### src/rtl/controle_emulador_pkg.sv
// controle_pkg: button bit map, phase constants and the pad-pin encoder shared
// by the emulator and the controller reader.
`default_nettype none

package controle_pkg;

   localparam int BIT_UP    = 0;
   localparam int BIT_DOWN  = 1;
   localparam int BIT_LEFT  = 2;
   localparam int BIT_RIGHT = 3;
   localparam int BIT_A     = 4;
   localparam int BIT_B     = 5;
   localparam int BIT_C     = 6;
   localparam int BIT_X     = 7;
   localparam int BIT_Y     = 8;
   localparam int BIT_Z     = 9;
   localparam int BIT_START = 10;
   localparam int BIT_MODE  = 11;

   localparam int TIMEOUT_1MS5 = 75000;

   typedef logic [2:0] fase_t;

   localparam fase_t FASE_ID  = 3'd3;
   localparam fase_t FASE_MAX = 3'd4;

   typedef struct packed {
      logic p1;
      logic p2;
      logic p3;
      logic p4;
      logic p6;
      logic p9;
   } pinos_t;

   // Active-low pad pins for a given Select level and the phase being entered.
   function automatic pinos_t codifica(input logic alto, input fase_t fase,
                                       input logic [11:0] b);
      pinos_t p;
      if (alto) begin
         p.p6 = ~b[BIT_B];
         p.p9 = ~b[BIT_C];
         if (fase == FASE_ID)
            {p.p1, p.p2, p.p3, p.p4} = ~{b[BIT_Z], b[BIT_Y], b[BIT_X], b[BIT_MODE]};
         else
            {p.p1, p.p2, p.p3, p.p4} = ~{b[BIT_UP], b[BIT_DOWN], b[BIT_LEFT], b[BIT_RIGHT]};
      end else begin
         p.p6 = ~b[BIT_A];
         p.p9 = ~b[BIT_START];
         if (fase == FASE_MAX)
            {p.p1, p.p2, p.p3, p.p4} = 4'b1111;
         else if (fase == FASE_ID)
            {p.p1, p.p2, p.p3, p.p4} = 4'b0000;
         else
            {p.p1, p.p2, p.p3, p.p4} = {~b[BIT_UP], ~b[BIT_DOWN], 2'b00};
      end
      return p;
   endfunction

endpackage

`default_nettype wire

### src/rtl/controle_emulador_if.sv
// Pad-side bus: host Select and button vector in, six active-low pad pins out.
`default_nettype none

interface controle_emulador_if;
   logic        Select;
   logic [11:0] Botoes;
   logic        Pino1;
   logic        Pino2;
   logic        Pino3;
   logic        Pino4;
   logic        Pino6;
   logic        Pino9;

   modport master (
      output Select, Botoes,
      input  Pino1, Pino2, Pino3, Pino4, Pino6, Pino9
   );

   modport slave (
      input  Select, Botoes,
      output Pino1, Pino2, Pino3, Pino4, Pino6, Pino9
   );
endinterface

`default_nettype wire

### src/rtl/controle_emulador_sincroniza_borda.sv
// sincroniza_borda: 3-flop synchronizer (reset to 1) with falling/any-edge detect.
`default_nettype none

module sincroniza_borda (
   input  wire logic Clock50,
   input  wire logic Reset,
   input  wire logic entrada,
   output logic      s2,
   output logic      fall,
   output logic      edge_any
);

   logic s1;
   logic s3;

   always_ff @(posedge Clock50) begin
      if (Reset) begin
         s1 <= 1'b1;
         s2 <= 1'b1;
         s3 <= 1'b1;
      end else begin
         s1 <= entrada;
         s2 <= s1;
         s3 <= s2;
      end
   end

   assign fall     = s3 & ~s2;
   assign edge_any = s3 ^ s2;

endmodule

`default_nettype wire

### src/rtl/controle_emulador.sv
// controle_emulador: 6/3-button Genesis pad responder driving pad pins from Botoes
// according to the Select falling-edge phase count with idle timeout.
`default_nettype none

module controle_emulador
   import controle_pkg::*;
#(
   parameter int SEIS_BOTOES = 1,
   parameter int TIMEOUT     = TIMEOUT_1MS5
) (
   input wire logic             Clock50,
   input wire logic             Reset,
   controle_emulador_if.slave   pad
);

   localparam logic [16:0] OCIOSO_MAX = 17'(TIMEOUT - 1);
   localparam fase_t       FASE_LIM   = (SEIS_BOTOES != 0) ? FASE_MAX : 3'd2;

   logic        s2;
   logic        fall;
   logic        edge_any;
   fase_t       fase;
   fase_t       fase_next;
   fase_t       fase_base;
   logic [16:0] ocioso;
   logic [16:0] ocioso_next;
   logic        expirou;
   pinos_t      pinos;

   sincroniza_borda u_sinc (
      .Clock50  (Clock50),
      .Reset    (Reset),
      .entrada  (pad.Select),
      .s2       (s2),
      .fall     (fall),
      .edge_any (edge_any)
   );

   // An expiring idle count and a fall in the same cycle count the fall from 0.
   always_comb begin
      expirou     = (ocioso == OCIOSO_MAX);
      fase_base   = expirou ? 3'd0 : fase;
      fase_next   = fase;
      ocioso_next = ocioso;
      if (fall)
         fase_next = (fase_base >= FASE_LIM) ? FASE_LIM : fase_base + 3'd1;
      else if (expirou)
         fase_next = 3'd0;
      if (edge_any)
         ocioso_next = '0;
      else if (!expirou)
         ocioso_next = ocioso + 17'd1;
   end

   always_ff @(posedge Clock50) begin
      if (Reset) begin
         fase   <= 3'd0;
         ocioso <= '0;
         pinos  <= '1;
      end else begin
         fase   <= fase_next;
         ocioso <= ocioso_next;
         pinos  <= codifica(s2, fase_next, pad.Botoes);
      end
   end

   assign pad.Pino1 = pinos.p1;
   assign pad.Pino2 = pinos.p2;
   assign pad.Pino3 = pinos.p3;
   assign pad.Pino4 = pinos.p4;
   assign pad.Pino6 = pinos.p6;
   assign pad.Pino9 = pinos.p9;

endmodule

`default_nettype wire

### src/flat_wrapper.sv
// flat-port wrapper written by rule: the top's interface ports become plain ports
module controle_emulador_flat import controle_pkg::*;
#(
   parameter int SEIS_BOTOES = 1,
   parameter int TIMEOUT     = TIMEOUT_1MS5
)
  (Clock50, Reset, pad_Select, pad_Botoes, pad_Pino1, pad_Pino2, pad_Pino3, pad_Pino4, pad_Pino6, pad_Pino9);
  controle_emulador_if pad_i ();
  input wire logic Clock50;
  input wire logic Reset;
  input wire logic [$bits(pad_i.Select)-1:0] pad_Select;
  input wire logic [$bits(pad_i.Botoes)-1:0] pad_Botoes;
  output wire logic [$bits(pad_i.Pino1)-1:0] pad_Pino1;
  output wire logic [$bits(pad_i.Pino2)-1:0] pad_Pino2;
  output wire logic [$bits(pad_i.Pino3)-1:0] pad_Pino3;
  output wire logic [$bits(pad_i.Pino4)-1:0] pad_Pino4;
  output wire logic [$bits(pad_i.Pino6)-1:0] pad_Pino6;
  output wire logic [$bits(pad_i.Pino9)-1:0] pad_Pino9;
  assign pad_i.Select = pad_Select;
  assign pad_i.Botoes = pad_Botoes;
  assign pad_Pino1 = pad_i.Pino1;
  assign pad_Pino2 = pad_i.Pino2;
  assign pad_Pino3 = pad_i.Pino3;
  assign pad_Pino4 = pad_i.Pino4;
  assign pad_Pino6 = pad_i.Pino6;
  assign pad_Pino9 = pad_i.Pino9;
  controle_emulador #(.SEIS_BOTOES(SEIS_BOTOES), .TIMEOUT(TIMEOUT)) u_core (.Clock50(Clock50), .Reset(Reset), .pad(pad_i));
endmodule
### config.mk
export PLATFORM = sky130hd
export DESIGN_NAME = controle_emulador_flat
export DESIGN_NICKNAME = d
export VERILOG_FILES = /design/src/rtl/controle_emulador_pkg.sv /design/src/rtl/controle_emulador_if.sv /design/src/rtl/controle_emulador_sincroniza_borda.sv /design/src/rtl/controle_emulador.sv /design/src/flat_wrapper.sv
export SDC_FILE = /design/constraint.sdc
export NUM_CORES = 1
export LEC_CHECK = 0
export ABC_CLOCK_PERIOD_IN_PS = 2530
export BUFFER_PORTS_ARGS = -buffer_cell sky130_fd_sc_hd__buf_2
export CAP_MARGIN = 30
export CORE_UTILIZATION = 49
export CTS_CLUSTER_SIZE = 10
export DETAILED_ROUTE_END_ITERATION = 8
export PLACE_DENSITY = 0.84
export SLEW_MARGIN = 20
export SYNTH_ARGS = -nofsm -noshare
export SYNTH_HDL_FRONTEND = slang
export SYNTH_HIERARCHICAL = 1
export SYNTH_SLANG_ARGS = --single-unit
export TNS_END_PERCENT = 5
### constraint.sdc
create_clock -name Clock50 -period 2.53 [get_ports Clock50]
set_input_delay 0.3795 -clock Clock50 [delete_from_list [all_inputs] [get_ports Clock50]]
set_output_delay 0.3795 -clock Clock50 [all_outputs]
set_load 0.02 [all_outputs]
==> flow_metrics.py <==
metrics = {
    "run_status": {
        "status": "finished, final reports clean",
    },
    "setup_path": {
        "worst-path-buf-inv": 2,
        "worst_setup_path_end_kind": "register",
        "crit_family": "compound AO/OA/AOI/OAI gates",
        "critPathSlowestCell": "dfxtp_2",
        "cp_max_fo": 7,
        "reg2reg_to": "u_core/pad.Pino3",
        "startpoint": "u_core/ocioso[0]",
        "critical_path_class": "reg2reg",
        "r2r_cells": 12,
        "path_cells": "ha_4, nor4bb_4, nand4_1, buf_4, buf_4, nand2_2, ha_2, nand2b_4, o31ai_1, o2bb2ai_1, a31oi_2, o311ai_2",
        "cpPeakStageDelay_ns": 0.37,
        "crit_path_end": "u_core/pad.Pino3",
        "cp-start-kind": "register",
        "cp.depth": 12,
        "cp.required_ns": 2.73,
        "crit_top_cell": "buf_4",
        "cp.arrival_ns": 2.55,
        "reg2reg_from": "u_core/ocioso[0]",
        "reg2reg_slack_ns": 0.17,
    },
    "yosys": {
        "synth_most_common_cell": "dfxtp_1",
        "synth.top_cell.area_share": 0.421,
        "synth_top_cell_by_area": "dfxtp_1",
        "synth_seq_cells": 29,
        "netlist_top_cells_area": "dfxtp_1, nor2_1, xor2_1",
        "syn_area_per_cell_um2": 9.12,
        "yosysWarnings": 6,
        "synthXorXnorAreaFrac": 0.0699,
        "synth_compound_area_frac": 0.148,
        "syn_nets": 170,
        "syn_area_um2": 1380,
        "synthCells": 151,
        "yosys.cell_types.count": 38,
        "synth_top_family_by_area": "simple AND/OR/NAND/NOR gates",
        "synth-simple-area-share": 0.272,
        "ys_seq_area_frac": 0.421,
        "synth-adder-area-share": 0.0363,
        "synth_top_flop_cell": "dfxtp_1",
        "synth_edf_count": 0,
        "synth_mux_area_frac": 0.0218,
        "synthArstFlopShare": 0,
        "ys_top_cells_by_count": "dfxtp_1, nor2_1, nand3_1, xor2_1, nand2_1",
    },
    "sta": {
        "skew_ns": 0.0111,
        "max_freq_ghz": 0.424,
        "slew_viol_final": 0,
        "tightest_slew_ns": 0.481,
        "period_share": 0.931,
        "finalHoldViolations": 0,
        "hold_slack_ns": 0.232,
        "period_minus_slack_ns": 2.36,
        "slew_headroom": 0.679,
        "setup_viol": 0,
        "fin_setup_tns_ns": 0,
    },
    "layout": {
        "area_delta_synth_final_pct": 19.2,
        "n_antenna_cell": 0,
        "final_cells": 210,
        "regArea_um2": 584,
        "multi_input_area_um2": 801,
        "nets": 199,
        "fillers": 226,
        "drive_gt1_frac": 0.289,
        "design_area_um2": 1640,
    },
    "route": {
        "vias": 1174,
        "wl_um": 2820,
        "drt_iter0_markers": 32,
        "drc_errors": 0,
        "drtPass1Iterations": 4,
        "wl_per_cell_um": 13.4,
        "viasPerCell": 5.59,
        "drt.antenna.violating_nets": 0,
    },
    "clock_network": {
        "clock-root-buffer": "clkbuf_4",
        "cts_inserted_buffers": 5,
        "clkTransAtPathRegs_ns": 0.09,
        "cts_sinks": 29,
        "clkLatencyLatePin_ns": 0.33,
        "clockBufferDepth": 2,
        "htreeDepth": 2,
        "cts_tree": "built",
    },
    "grt": {
        "antenna_found_initial": 0,
        "grt_max_degree": 18,
        "first_global_vias": 1104,
        "overflow": 0,
        "grt_pass1_wl_um": 4570,
        "grt_use_total": 0.219,
    },
    "floorplanning": {
        "die_y_um": 55.0,
        "ios": 21,
        "design.die.area_um2": 3030,
        "die_x_um": 55.0,
        "core_um2": 2570,
        "rows": 18,
        "initial_core_util": 0.537,
    },
    "power": {
        "p_leak_nw": 0.645,
        "seq_power_share": 0.567,
        "powerDensity_nw_per_um2": 513,
        "finalPower_mw": 0.842,
        "swShare": 0.242,
        "p_int_mw": 0.638,
        "netSwitchingPower_mw": 0.204,
        "p_clk_frac": 0.339,
        "ir_worst_vdd_mv": 0.356,
        "comb_power_share": 0.094,
    },
    "place": {
        "place_inst": 201,
        "dp_hpwl_um": 1950,
        "io_buffer_count": 20,
        "place_congestion": 0.831,
        "place_area_um2": 1530,
    },
    "run": {
        "cap_violations": 0,
    },
    "worst_hold_path": {
        "hp-class": "in2reg",
        "min_from": "pad_Select",
    },
}
-- final cells by class --
cell class                      instances  area share
Multi-Input combinational cell        113       0.488
Clock buffer                            7      0.0335
Tap cell                               30      0.0229
Inverter                                5      0.0114
Timing Repair Buffer                   26      0.0884
Sequential cell                        29       0.356
-- power groups by stage --
stage / Combinational [mW] / Sequential (mW) / Clock [mW]
after floorplan: 0.0387 / 0.494 / 0
after global placement: 0.0713 / 0.485 / 0
after global routing: 0.0884 / 0.480 / 0.312
final: 0.0790 / 0.478 / 0.285
after detailed placement: 0.0758 / 0.486 / 0
after CTS: 0.0763 / 0.475 / 0.291
-- through the flow --
step / utilization / setup slack [ns]
2_1_floorplan: - / 0.000798
3_3_place_gp: 0.595 / 0.133
6_report: 0.639 / 0.173
5_1_grt: 0.639 / -0.00470
4_1_cts: 0.622 / 0.000329
3_5_place_dp: 0.595 / 0.00163
-- registers in the layout, indices dropped and copies added (netlist names) --
signal,count
u_core/fase,3
u_core/pad.Pino3,1
u_core/ocioso,17
u_core/u_sinc/s2,1
u_core/u_sinc/s3,1
u_core/u_sinc/s1,1
u_core/pad.Pino1,1
u_core/pad.Pino4,1
u_core/pad.Pino6,1
u_core/pad.Pino9,1
u_core/pad.Pino2,1
-- cell usage in the layout (no fill, tap or decap), types with 3 or more instances in the layout --
cell type / Yosys / final
buf_2: 1 / 20
clkbuf_4: 0 / 5
inv_1: 5 / 5
xnor2_1: 4 / 4
nand3_1: 8 / 8
buf_4: 0 / 6
a21oi_1: 5 / 5
mux2i_1: 3 / 3
xor2_1: 7 / 7
or2_2: 5 / 5
dfxtp_1: 29 / 26
nand4_1: 4 / 4
or3_1: 4 / 4
nand2_1: 6 / 5
o221ai_1: 4 / 4
dfxtp_2: 0 / 3
or2_1: 3 / 3
o21ai_0: 4 / 4
nor2_1: 24 / 24
-- logic make-up (layout without fill, tap and decap cells) --
| logic type | count (synthesis) | count (layout) |
|---|---|---|
| AOI/OAI and AO/OA | 26 | 26 |
| buffers and inverters | 9 | 38 |
| DFF | 29 | 29 |
| muxes | 3 | 3 |
| adders and majority gates | 4 | 4 |
| and+or+nand+nor | 69 | 69 |
| xor gates and xnor gates | 11 | 11 |
-- worst reg2reg max path, cell delays in order, from the launching register on --
cell and delay (ns):
dfxtp_2 0.37, ha_4 0.15, nor4bb_4 0.18, nand4_1 0.17, buf_4 0.18, buf_4 0.15, nand2_2 0.09, ha_2 0.18
nand2b_4 0.13, o31ai_1 0.07, o2bb2ai_1 0.14, a31oi_2 0.27, o311ai_2 0.14
-- per-layer routing --
layer | vias to the layer above | wire, um | GRT usage
met5 | - | 0 | 0
met2 | 35 | 1420 | 0.378
met4 | 0 | 27 | 0.0958
met1 | 543 | 1230 | 0.237
li1 | 590 | - | -
met3 | 6 | 143 | 0.0820
-- worst min path at each step --
stage | endpoint | cells after the start | slack [ns]
2_1_floorplan | u_core/u_sinc/s2 | 1 | 0.39
3_3_place_gp | u_core/u_sinc/s2 | 1 | 0.39
3_5_place_dp | u_core/u_sinc/s2 | 1 | 0.42
4_1_cts | u_core/u_sinc/s1 | 2 | 0.23
5_1_grt | u_core/u_sinc/s1 | 2 | 0.23
6_report | u_core/u_sinc/s1 | 2 | 0.23
-- repair_timing --
action	CTS	global route
hold buffers	0	0
setup buffers	1	1
pin swaps	2	7
endpoints found under the setup margin	4	4
gates resized for setup	1	9
Note: power is estimated with default switching activity, not from simulation.
